**src/rtl/wfg_slot_sched_pkg.sv**
```systemverilog
// wfg_slot_sched_pkg
// Shared types and constants for the waveform-generator slot scheduler.
//   state_t     : scheduler FSM state (IDLE / WAIT_SYNC / RUN), 2-bit encoding
//   MISS_CNT_W  : width of the optional miss counter (WFG_SLOT_SCHED_STATS_EN)
package wfg_slot_sched_pkg;

    typedef enum logic [1:0] {
        IDLE      = 2'd0,
        WAIT_SYNC = 2'd1,
        RUN       = 2'd2
    } state_t;

    localparam int MISS_CNT_W = 16;

endpackage

```
**src/rtl/wfg_slot_sched_if.sv**
```systemverilog
// wfg_slot_sched_if
// Bundles the core timing pulses, channel requests and grant outputs of the
// slot scheduler.
//   master : driven by the core / register side (core_*, chan_en_i, req_i)
//   slave  : the scheduler (consumes core_*, chan_en_i, req_i; drives grant_*,
//            slot_idx_o, busy_o, miss_o and, with WFG_SLOT_SCHED_STATS_EN
//            defined, miss_cnt_o)
// Parameters: NCH requesting channels, IDW grant id width.
interface wfg_slot_sched_if #(
    parameter int NCH = 4,
    parameter int IDW = 3
);
    import wfg_slot_sched_pkg::*;

    logic           core_active_i;
    logic           core_start_i;
    logic           core_sync_i;
    logic           core_subcycle_i;
    logic [7:0]     core_subcycle_cnt_i;
    logic [NCH-1:0] chan_en_i;
    logic [NCH-1:0] req_i;
    logic [NCH-1:0] grant_o;
    logic [IDW-1:0] grant_id_o;
    logic           grant_valid_o;
    logic [7:0]     slot_idx_o;
    logic           busy_o;
    logic           miss_o;
`ifdef WFG_SLOT_SCHED_STATS_EN
    logic [MISS_CNT_W-1:0] miss_cnt_o;
`endif

    modport master (
`ifdef WFG_SLOT_SCHED_STATS_EN
        input  miss_cnt_o,
`endif
        output core_active_i, core_start_i, core_sync_i, core_subcycle_i,
        output core_subcycle_cnt_i, chan_en_i, req_i,
        input  grant_o, grant_id_o, grant_valid_o, slot_idx_o, busy_o, miss_o
    );

    modport slave (
`ifdef WFG_SLOT_SCHED_STATS_EN
        output miss_cnt_o,
`endif
        input  core_active_i, core_start_i, core_sync_i, core_subcycle_i,
        input  core_subcycle_cnt_i, chan_en_i, req_i,
        output grant_o, grant_id_o, grant_valid_o, slot_idx_o, busy_o, miss_o
    );

endinterface

```
**src/rtl/wfg_rr_pick.sv**
```systemverilog
// wfg_rr_pick
// Combinational rotate-priority picker: starting at ptr and wrapping modulo
// NCH, returns the first set bit of elig.
//   elig  : eligible channel vector
//   ptr   : starting channel (must be < NCH)
//   found : at least one eligible channel
//   idx   : index of the selected channel (0 when found is low)
module wfg_rr_pick #(
    parameter int NCH = 4,
    parameter int IDW = 3
) (
    input  logic [NCH-1:0] elig,
    input  logic [IDW-1:0] ptr,
    output logic           found,
    output logic [IDW-1:0] idx
);

    // Pad elig to the full index range so every IDW-bit index is in bounds.
    logic [(2**IDW)-1:0] elig_pad;
    logic [IDW-1:0]      cand [NCH];
    logic [NCH-1:0]      hit;

    assign elig_pad = (2**IDW)'(elig);

    // cand[gi] is the channel at priority position gi, wrapped modulo NCH
    // (not 2**IDW) so non-power-of-two channel counts rotate correctly.
    for (genvar gi = 0; gi < NCH; gi++) begin : g_rot
        logic [IDW:0] sum;
        assign sum       = {1'b0, ptr} + (IDW+1)'(gi);
        assign cand[gi]  = (sum >= (IDW+1)'(NCH)) ? IDW'(sum - (IDW+1)'(NCH))
                                                  : sum[IDW-1:0];
        assign hit[gi]   = elig_pad[cand[gi]];
    end

    // Lowest priority position wins: scan from the back so earlier hits override.
    always_comb begin
        found = 1'b0;
        idx   = '0;
        for (int i = NCH - 1; i >= 0; i--) begin
            if (hit[i]) begin
                found = 1'b1;
                idx   = cand[i];
            end
        end
    end

endmodule

```
**src/rtl/wfg_slot_sched.sv**
```systemverilog
// wfg_slot_sched
// Round-robin slot scheduler driven by the waveform-generator timing core.
// Each subcycle pulse in RUN grants one slot to the next eligible channel;
// a sync pulse reloads the channel-enable shadow and restarts priority at 0.
// Ports:
//   clk, rst_n : clock, asynchronous active-low reset
//   bus        : wfg_slot_sched_if.slave (core pulses, chan_en_i, req_i in;
//                grant_o, grant_id_o, grant_valid_o, slot_idx_o, busy_o,
//                miss_o out)
// Optional: define WFG_SLOT_SCHED_STATS_EN to add miss_cnt_o, a saturating
// count of miss pulses cleared on reset and on entry to WAIT_SYNC.
import wfg_slot_sched_pkg::*;

module wfg_slot_sched #(
    parameter int NCH = 4,
    parameter int IDW = 3
) (
    input  logic           clk,
    input  logic           rst_n,
    wfg_slot_sched_if.slave bus
);

    state_t         state_reg, state_next;
    logic [NCH-1:0] mask_reg, mask_next;
    logic [IDW-1:0] ptr_reg, ptr_next;
    logic [NCH-1:0] grant_reg, grant_next;
    logic [IDW-1:0] id_reg, id_next;
    logic           valid_reg, valid_next;
    logic [7:0]     slot_reg, slot_next;
    logic           miss_reg, miss_next;
    logic           busy;

    logic           run_sync;
    logic [NCH-1:0] arb_mask;
    logic [NCH-1:0] elig;
    logic [IDW-1:0] arb_ptr;
    logic           found;
    logic [IDW-1:0] win;

    // A sync in RUN takes effect before arbitration of the same cycle.
    assign run_sync = (state_reg == RUN) && bus.core_sync_i;
    assign arb_mask = run_sync ? bus.chan_en_i : mask_reg;
    assign arb_ptr  = run_sync ? '0 : ptr_reg;
    assign elig     = bus.req_i & arb_mask;

    wfg_rr_pick #(.NCH(NCH), .IDW(IDW)) u_pick (
        .elig  (elig),
        .ptr   (arb_ptr),
        .found (found),
        .idx   (win)
    );

    // FSM: state register
    always_ff @(posedge clk or negedge rst_n) begin
        if (!rst_n) begin
            state_reg <= IDLE;
        end else begin
            state_reg <= state_next;
        end
    end

    // FSM: next state
    always_comb begin
        state_next = state_reg;
        if (!bus.core_active_i) begin
            state_next = IDLE;
        end else begin
            case (state_reg)
                IDLE:      if (bus.core_start_i) state_next = WAIT_SYNC;
                WAIT_SYNC: if (bus.core_sync_i)  state_next = RUN;
                RUN:       state_next = RUN;
                default:   state_next = IDLE;
            endcase
        end
    end

    // FSM: outputs
    always_comb begin
        busy = (state_reg == RUN);
    end

    // Datapath next values: mask shadow, pointer, grant registers, miss pulse.
    always_comb begin
        mask_next  = mask_reg;
        ptr_next   = ptr_reg;
        grant_next = grant_reg;
        id_next    = id_reg;
        valid_next = valid_reg;
        slot_next  = slot_reg;
        miss_next  = 1'b0;
        if (!bus.core_active_i) begin
            grant_next = '0;
            valid_next = 1'b0;
        end else if (state_reg == WAIT_SYNC && bus.core_sync_i) begin
            mask_next = bus.chan_en_i;
            ptr_next  = '0;
        end else if (state_reg == RUN) begin
            if (bus.core_sync_i) begin
                mask_next = bus.chan_en_i;
                ptr_next  = '0;
            end
            if (bus.core_subcycle_i) begin
                if (found) begin
                    grant_next      = '0;
                    grant_next[win] = 1'b1;
                    id_next         = win;
                    valid_next      = 1'b1;
                    slot_next       = bus.core_subcycle_cnt_i;
                    ptr_next        = (win == IDW'(NCH - 1)) ? '0 : win + 1'b1;
                end else begin
                    grant_next = '0;
                    valid_next = 1'b0;
                    miss_next  = 1'b1;
                end
            end else if (bus.core_sync_i) begin
                grant_next = '0;
                valid_next = 1'b0;
            end
        end
    end

    always_ff @(posedge clk or negedge rst_n) begin
        if (!rst_n) begin
            mask_reg  <= '0;
            ptr_reg   <= '0;
            grant_reg <= '0;
            id_reg    <= '0;
            valid_reg <= 1'b0;
            slot_reg  <= '0;
            miss_reg  <= 1'b0;
        end else begin
            mask_reg  <= mask_next;
            ptr_reg   <= ptr_next;
            grant_reg <= grant_next;
            id_reg    <= id_next;
            valid_reg <= valid_next;
            slot_reg  <= slot_next;
            miss_reg  <= miss_next;
        end
    end

    assign bus.grant_o       = grant_reg;
    assign bus.grant_id_o    = id_reg;
    assign bus.grant_valid_o = valid_reg;
    assign bus.slot_idx_o    = slot_reg;
    assign bus.busy_o        = busy;
    assign bus.miss_o        = miss_reg;

`ifdef WFG_SLOT_SCHED_STATS_EN
    logic [MISS_CNT_W-1:0] miss_cnt_reg;

    always_ff @(posedge clk or negedge rst_n) begin
        if (!rst_n) begin
            miss_cnt_reg <= '0;
        end else if (state_reg == IDLE && state_next == WAIT_SYNC) begin
            miss_cnt_reg <= '0;
        end else if (miss_next && (miss_cnt_reg != '1)) begin
            miss_cnt_reg <= miss_cnt_reg + 1'b1;
        end
    end

    assign bus.miss_cnt_o = miss_cnt_reg;
`endif

endmodule

```
**src/flat_wrapper.sv**
```systemverilog
// flat-port wrapper written by rule: the top's interface ports become plain ports
module wfg_slot_sched_flat 
#(
    parameter int NCH = 4,
    parameter int IDW = 3
)
  (clk, rst_n, bus_core_active_i, bus_core_start_i, bus_core_sync_i, bus_core_subcycle_i, bus_core_subcycle_cnt_i, bus_chan_en_i, bus_req_i, bus_grant_o, bus_grant_id_o, bus_grant_valid_o, bus_slot_idx_o, bus_busy_o, bus_miss_o);
  wfg_slot_sched_if #(.NCH(NCH), .IDW(IDW)) bus_i ();
  input  logic clk;
  input  logic rst_n;
  input wire logic [$bits(bus_i.core_active_i)-1:0] bus_core_active_i;
  input wire logic [$bits(bus_i.core_start_i)-1:0] bus_core_start_i;
  input wire logic [$bits(bus_i.core_sync_i)-1:0] bus_core_sync_i;
  input wire logic [$bits(bus_i.core_subcycle_i)-1:0] bus_core_subcycle_i;
  input wire logic [$bits(bus_i.core_subcycle_cnt_i)-1:0] bus_core_subcycle_cnt_i;
  input wire logic [$bits(bus_i.chan_en_i)-1:0] bus_chan_en_i;
  input wire logic [$bits(bus_i.req_i)-1:0] bus_req_i;
  output wire logic [$bits(bus_i.grant_o)-1:0] bus_grant_o;
  output wire logic [$bits(bus_i.grant_id_o)-1:0] bus_grant_id_o;
  output wire logic [$bits(bus_i.grant_valid_o)-1:0] bus_grant_valid_o;
  output wire logic [$bits(bus_i.slot_idx_o)-1:0] bus_slot_idx_o;
  output wire logic [$bits(bus_i.busy_o)-1:0] bus_busy_o;
  output wire logic [$bits(bus_i.miss_o)-1:0] bus_miss_o;
  assign bus_i.core_active_i = bus_core_active_i;
  assign bus_i.core_start_i = bus_core_start_i;
  assign bus_i.core_sync_i = bus_core_sync_i;
  assign bus_i.core_subcycle_i = bus_core_subcycle_i;
  assign bus_i.core_subcycle_cnt_i = bus_core_subcycle_cnt_i;
  assign bus_i.chan_en_i = bus_chan_en_i;
  assign bus_i.req_i = bus_req_i;
  assign bus_grant_o = bus_i.grant_o;
  assign bus_grant_id_o = bus_i.grant_id_o;
  assign bus_grant_valid_o = bus_i.grant_valid_o;
  assign bus_slot_idx_o = bus_i.slot_idx_o;
  assign bus_busy_o = bus_i.busy_o;
  assign bus_miss_o = bus_i.miss_o;
  wfg_slot_sched #(.NCH(NCH), .IDW(IDW)) u_core (.clk(clk), .rst_n(rst_n), .bus(bus_i));
endmodule
```
**config.mk**
```make
export PLATFORM = sky130hd
export DESIGN_NAME = wfg_slot_sched_flat
export DESIGN_NICKNAME = d
export VERILOG_FILES = /design/src/rtl/wfg_slot_sched_pkg.sv /design/src/rtl/wfg_slot_sched_if.sv /design/src/rtl/wfg_rr_pick.sv /design/src/rtl/wfg_slot_sched.sv /design/src/flat_wrapper.sv
export SDC_FILE = /design/constraint.sdc
export NUM_CORES = 1
export LEC_CHECK = 0
export BUFFER_PORTS_ARGS = -buffer_cell sky130_fd_sc_hd__buf_2
export CAP_MARGIN = 20
export CELL_PAD_IN_SITES_DETAIL_PLACEMENT = 1
export CELL_PAD_IN_SITES_GLOBAL_PLACEMENT = 1
export CORE_ASPECT_RATIO = 1.75
export CORE_MARGIN = 5
export CORE_UTILIZATION = 45
export CTS_BUF_LIST = sky130_fd_sc_hd__clkbuf_2 sky130_fd_sc_hd__clkbuf_4 sky130_fd_sc_hd__clkbuf_8
export DETAILED_ROUTE_END_ITERATION = 7
export GPL_ROUTABILITY_DRIVEN = 0
export PLACE_DENSITY_LB_ADDON = 0.25
export SETUP_SLACK_MARGIN = 0.05
export SLEW_MARGIN = 5
export SYNTH_ARGS = -nofsm -noshare
export SYNTH_HDL_FRONTEND = slang
export SYNTH_SLANG_ARGS = --single-unit
```
**constraint.sdc**
```tcl
create_clock -name clk -period 7 [get_ports clk]
set_input_delay 1.05 -clock clk [delete_from_list [all_inputs] [get_ports clk]]
set_output_delay 1.05 -clock clk [all_outputs]
set_load 0.01 [all_outputs]
```
Word level (Yosys, flattened, before mapping). Index checks and enable logic that the tools add are counted.

Add/subtract/negate cells: 8. Multipliers: 0. Divide/modulo/power cells: 0. Order comparisons: 10. Eq/ne operators: 8. Shift-type cells: 0. Muxes and demuxes: 54. Bitwise logic cells: 2. Reductions and logical operators: 11.

Operators with widths (count): 3-bit two-way mux (15); 4-bit two-way mux (10); 1-bit two-way mux (20); 3-bit by 4-bit < comparator with 1-bit output, second input constant (4); 1-bit binary-select mux with 3-bit select (4); 4-bit by 3-bit greater-or-equal comparator with 1-bit output, second input constant (3); 3-bit subtractor, second input constant (4); 3-bit by 2-bit adder with 4-bit output, second input constant (2); 2-bit two-way mux (3); 3-bit != test, second input constant (2); 2-bit case mux with 3 select lines (1); 3-bit AND reduction (2); 5-bit AND reduction (1); 3-bit by 1-bit adder with 4-bit output, second input constant (1); 4-bit bitwise AND (1); 2-bit AND reduction (2); 2-bit nonzero test (2); 3-bit by 1-bit adder with 3-bit output, second input constant (1); 3-bit by 2-bit equality test with 1-bit output, second input constant (1); 3-bit by 1-bit greater-or-equal comparator with 1-bit output, second input constant (1); 3-bit greater-or-equal comparator, second input constant (1); 1-bit logical AND (3); 3-bit < comparator, second input constant (1); 3-bit by 1-bit != test with 1-bit output, second input constant (1); 7 further kinds (7).

Register bits: 26. Bits in latches: 0. RAM bits: 0. ROM bits: 0. Output and inout bits: 18. Logic and storage cells: 101. Memories: 0.

Longest topological paths before layout.
Depth in word-level cells: 21. Mapped depth: 15. Mapped depth without buffers: 15.

Hierarchy. Synthesis repeated with hierarchy kept, for this count alone.

Cells, all modules: 147. Area, all modules: 1672.9 sq um.

Modules (own cells, without submodules): wfg_slot_sched (times used 1, cells an instance 110, area an instance 1362.6 sq um, seq. area each 650.6 sq um); wfg_rr_pick (times used 1, cells an instance 37, area an instance 310.3 sq um, seq. area each 0.0 sq um).

Worst setup path after synthesis. No wires, ideal clock.

Kind: in2reg. Start point: in bus_core_sync_i. End point: reg u_core.ptr_reg[1]. Arrival: 3214 ps. Setup slack: 3685 ps. Stages on the path: 10. Path buffers: 0. Cells stage by stage: and2_1 nor2_1 inv_1 ha_1 a31oi_1 a221o_2 o311a_4 inv_1 ha_1 o32ai_1.

Longest elaborated chain between the ends: 17. Elaborated cells between the ends (all ways): 46.

RTL lines: from (decl) (line flat_wrapper.sv:13) `input wire logic [$bits(bus_i.core_sync_i)-1:0] bus_core_sync_i;`; 1-bit logical AND (*) (line wfg_slot_sched.sv:41) `assign run_sync = (state_reg == RUN) && bus.core_sync_i;`; 3-bit two-way mux (line wfg_slot_sched.sv:43) `assign arb_ptr = run_sync ? '0 : ptr_reg;`; 3-bit by 2-bit adder with 4-bit output (line wfg_rr_pick.sv:29) `assign sum = {1'b0, ptr} + (IDW+1)'(gi);`; 4-bit by 3-bit greater-or-equal comparator with 1-bit output or 3-bit subtractor (tied branches) (line wfg_rr_pick.sv:30) `assign cand[gi] = (sum >= (IDW+1)'(NCH)) ? IDW'(sum - (IDW+1)'(NCH))`; 3-bit two-way mux (line wfg_rr_pick.sv:30); 1-bit binary-select mux with 3-bit select (line wfg_rr_pick.sv:32) `assign hit[gi] = elig_pad[cand[gi]];`; 1-bit two-way mux (implied by the code) (line wfg_rr_pick.sv:32); 3-bit two-way mux (3 in series) (line wfg_rr_pick.sv:40) `if (hit[i]) begin`; 3-bit two-way mux (*) (line wfg_rr_pick.sv:40); net u_core.u_pick.idx[0] (line wfg_rr_pick.sv:15) `output logic [IDW-1:0] idx`; 3-bit by 1-bit adder with 3-bit output or 3-bit by 2-bit equality test with 1-bit output (tied branches) (line wfg_slot_sched.sv:109) `ptr_next = (win == IDW'(NCH - 1)) ? '0 : win + 1'b1;`; 3-bit two-way mux (*) (line wfg_slot_sched.sv:109); 3-bit two-way mux (*) (line wfg_slot_sched.sv:103) `if (found) begin`; 3-bit two-way mux (*) (line wfg_slot_sched.sv:102) `if (bus.core_subcycle_i) begin`; 3-bit two-way mux (*) (line wfg_slot_sched.sv:97) `end else if (state_reg == RUN) begin`; 3-bit two-way mux (*) (line wfg_slot_sched.sv:94) `end else if (state_reg == WAIT_SYNC && bus.core_sync_i) begin`; to (signal assigned) (line wfg_slot_sched.sv:133) `ptr_reg <= ptr_next;`; to (decl) (line wfg_slot_sched.sv:25) `logic [IDW-1:0] ptr_reg, ptr_next;`.

Mark *: on every way through the listed nets, which the timed path passes. The rest lies on a longest branch. The select of a mux whose other input is x is not followed. A chain may end at the register's enable or synchronous reset.

Worst setup path in the final report. Same ends and word-level chain as after synthesis.

==> metrics <==
crit path DAT roughly 3700 ps; H-tree levels 1; Port-buffer cells 39; n_diodes 0; number of flops mapped to enable cells by yosys 0; DR iter-0 viols 9; Clock Sinks 26; core area 3330 um^2; post-synth top area share between 40% and 50%; Synth area leaders dfrtp_1 (42%), mux2_2 (6.6%), ha_1 (6.5%), mux2_4 (4.9%), a22o_1 (2.9%); Rows 28; syn_nets approximately 170; PwrDens 380 nW/um^2; CP required 7180 ps; Reg clk slew, reported paths 90 ps; ys async rst share 100%; Fmax between 0.2 and 0.3 GHz; Ports 40; Synth Cell Area 1540 um^2; vias in the first global route 1476; MaxCap Viol Count 0; Wirelength per Cell approximately 19 um; CP Capture Type flop; Die Y about 87 um; Final Hold Vio Count 0; worst-path cell chain buf_2 -> and2_1 -> nor2_1 -> inv_1 -> ha_1 -> a31oi_1 -> a221o_2 -> o311a_4 -> inv_1 -> ha_1 -> o32ai_1; worst skew pair latency 280 ps; post-DP HPWL 3.39 mm; PnR worst setup slack 3530 ps; most numerous cell in the Yosys netlist dfrtp_1; CTS max path bufs 2; Remaining DRCs 0; filler cell count 385; Syn Area/Cell 11.0 um^2; R2R depth 15; final WL 4.23 mm; post-layout power about 0.00069 W; Placed Instance Area about 1800 um^2; Max Slew Vio Count 0; FF+latch count, synth 26; Worst Clk Skew between 3 and 4 ps; vias per cell 5.72; Post-Syn Instances about 140; crit path max-delay cell type a221o_2; worst slew pin tran between 500 and 600 ps; area growth from synthesis to layout 18.6%; Leak approximately 0.91 nW; Hold Buf Count CTS 0; relative slew slack approximately three fifths; via count 1282; PostCTS Resize Cnt 0; Hold WC Path Type flop to flop; Startpoint Class primary input; max FFs per register 8; YS warnings 0; CTS tree built; setup violators final 0; DRT Pass-1 Iters 4; Yosys cell types 43; initial core utilization 46.1%; kind of critical path primary input to flop; Finished Cell Area around 1800 um^2; worst slack, placed roughly 3200 ps; outcome complete, no violations; die area 4730 um^2; register area share after synthesis 42.4%; largest net degree at the start of global routing 27; Crit Path Max Fanout 12; DRT antenna net count 0; fin crit share 49.6%; first-pass GRT wire length 7.00 mm; Setup TNS 0 ps; Post-synth top flop dfrtp_1; peak supply drop 0.257 mV; Hold WS 503 ps; RSZ-0062 raised after global routing no; Congestion Overflow GR 0; family with the most delay on the worst path compound AO/OA/AOI/OAI gates; GRT Util Overall ~20%; CP peak stage delay 430 ps; area leader, netlist dfrtp_1; buffer type at the clock tree root clkbuf_8; fin crit period 3470 ps; WP buf/inv 3; share of layout cells above drive strength 1 between 30 and 40%; antenna violations before repair 0; CP Depth 11; Die X 54.2 um; commonest cells in the netlist dfrtp_1 (26), nand2_1 (11), mux2_2 (9); setup bufs post-CTS 0; nets 210; CTS Buf Count 3; hold depth 1
## layout make-up
type	count	area [um^2]	area share [%]
multi-input cells	100	826	45.4
well taps	45	56.3	3.09
repair buffers	39	195	10.7
clock buffers	4	55.1	3.02
flip-flops and latches	26	651	35.7
inverters	10	37.5	2.06
## worst paths after layout
path	start	end	slack, ps
worst max-delay path	bus_core_sync_i	u_core.ptr_reg[1]$_DFFE_PN0P_	3530
worst min-delay path	u_core.bus.grant_o[2]$_DFFE_PN0P_	u_core.bus.grant_o[2]$_DFFE_PN0P_	500
worst max register to register	u_core.state_reg[0]$_DFFE_PN0P_	u_core.ptr_reg[1]$_DFFE_PN0P_	3600
worst min register to register	u_core.bus.grant_o[2]$_DFFE_PN0P_	u_core.bus.grant_o[2]$_DFFE_PN0P_	500
max in group asynchronous	rst_n	u_core.mask_reg[1]$_DFFE_PN0P_	5850
min in group asynchronous	rst_n	u_core.bus.grant_id_o[2]$_DFFE_PN0P_	760
## metal layers
metal	global-route usage [%]	up-vias	wire length, um
met3	4.63	11	211
met4	10.7	0	154
met2	36.2	37	2330
met1	20.7	639	1530
met5	0	-	0
li1	-	595	-
## cells by family (layout without fill, tap and decap cells)
kind of cell	Yosys count	in the layout	share of synthesized area, %
multiplexers	15	15	12.1
adder cells (fa/ha/maj)	8	8	6.52
buffers and inverters	13	53	3.83
AO/OA/AOI/OAI	39	39	22.2
XOR/XNOR	1	1	0.571
flip-flops	26	26	42.4
AND/OR/NAND/NOR	37	37	12.4
## where the power goes
| part | internal [W] | switching [W] |
|---|---|---|
| registers | 0.000190 | 0.0000306 |
| logic | 0.000164 | 0.000206 |
| clock network | 0.0000505 | 0.0000507 |
| total | 0.000405 | 0.000287 |
## stage by stage
| stage | cells | utilization [%] |
|---|---|---|
| floorplan | 139 | - |
| global placement | 220 | 53.0 |
| detailed placement | 220 | 53.0 |
| CTS | 224 | 54.7 |
| global route | 224 | 54.7 |
| finish | 224 | 54.7 |
## cell usage in the layout, fill, tap and decap left out, types with 2 or more instances in the layout
cell type  instances
nand2b_1           4
mux2_4             5
a31o_1             3
nand2_1           11
ha_1               8
a31oi_1            2
o21ai_0            4
and3_1             6
inv_2              2
o211ai_1           4
dfrtp_1           26
buf_2             39
inv_1              8
mux2_2             9
clkbuf_8           4
nor2b_1            3
a21oi_1            4
nor2_1             7
a22o_1             5
o311a_1            2
No activity file was read; power rests on OpenSTA's default activity.
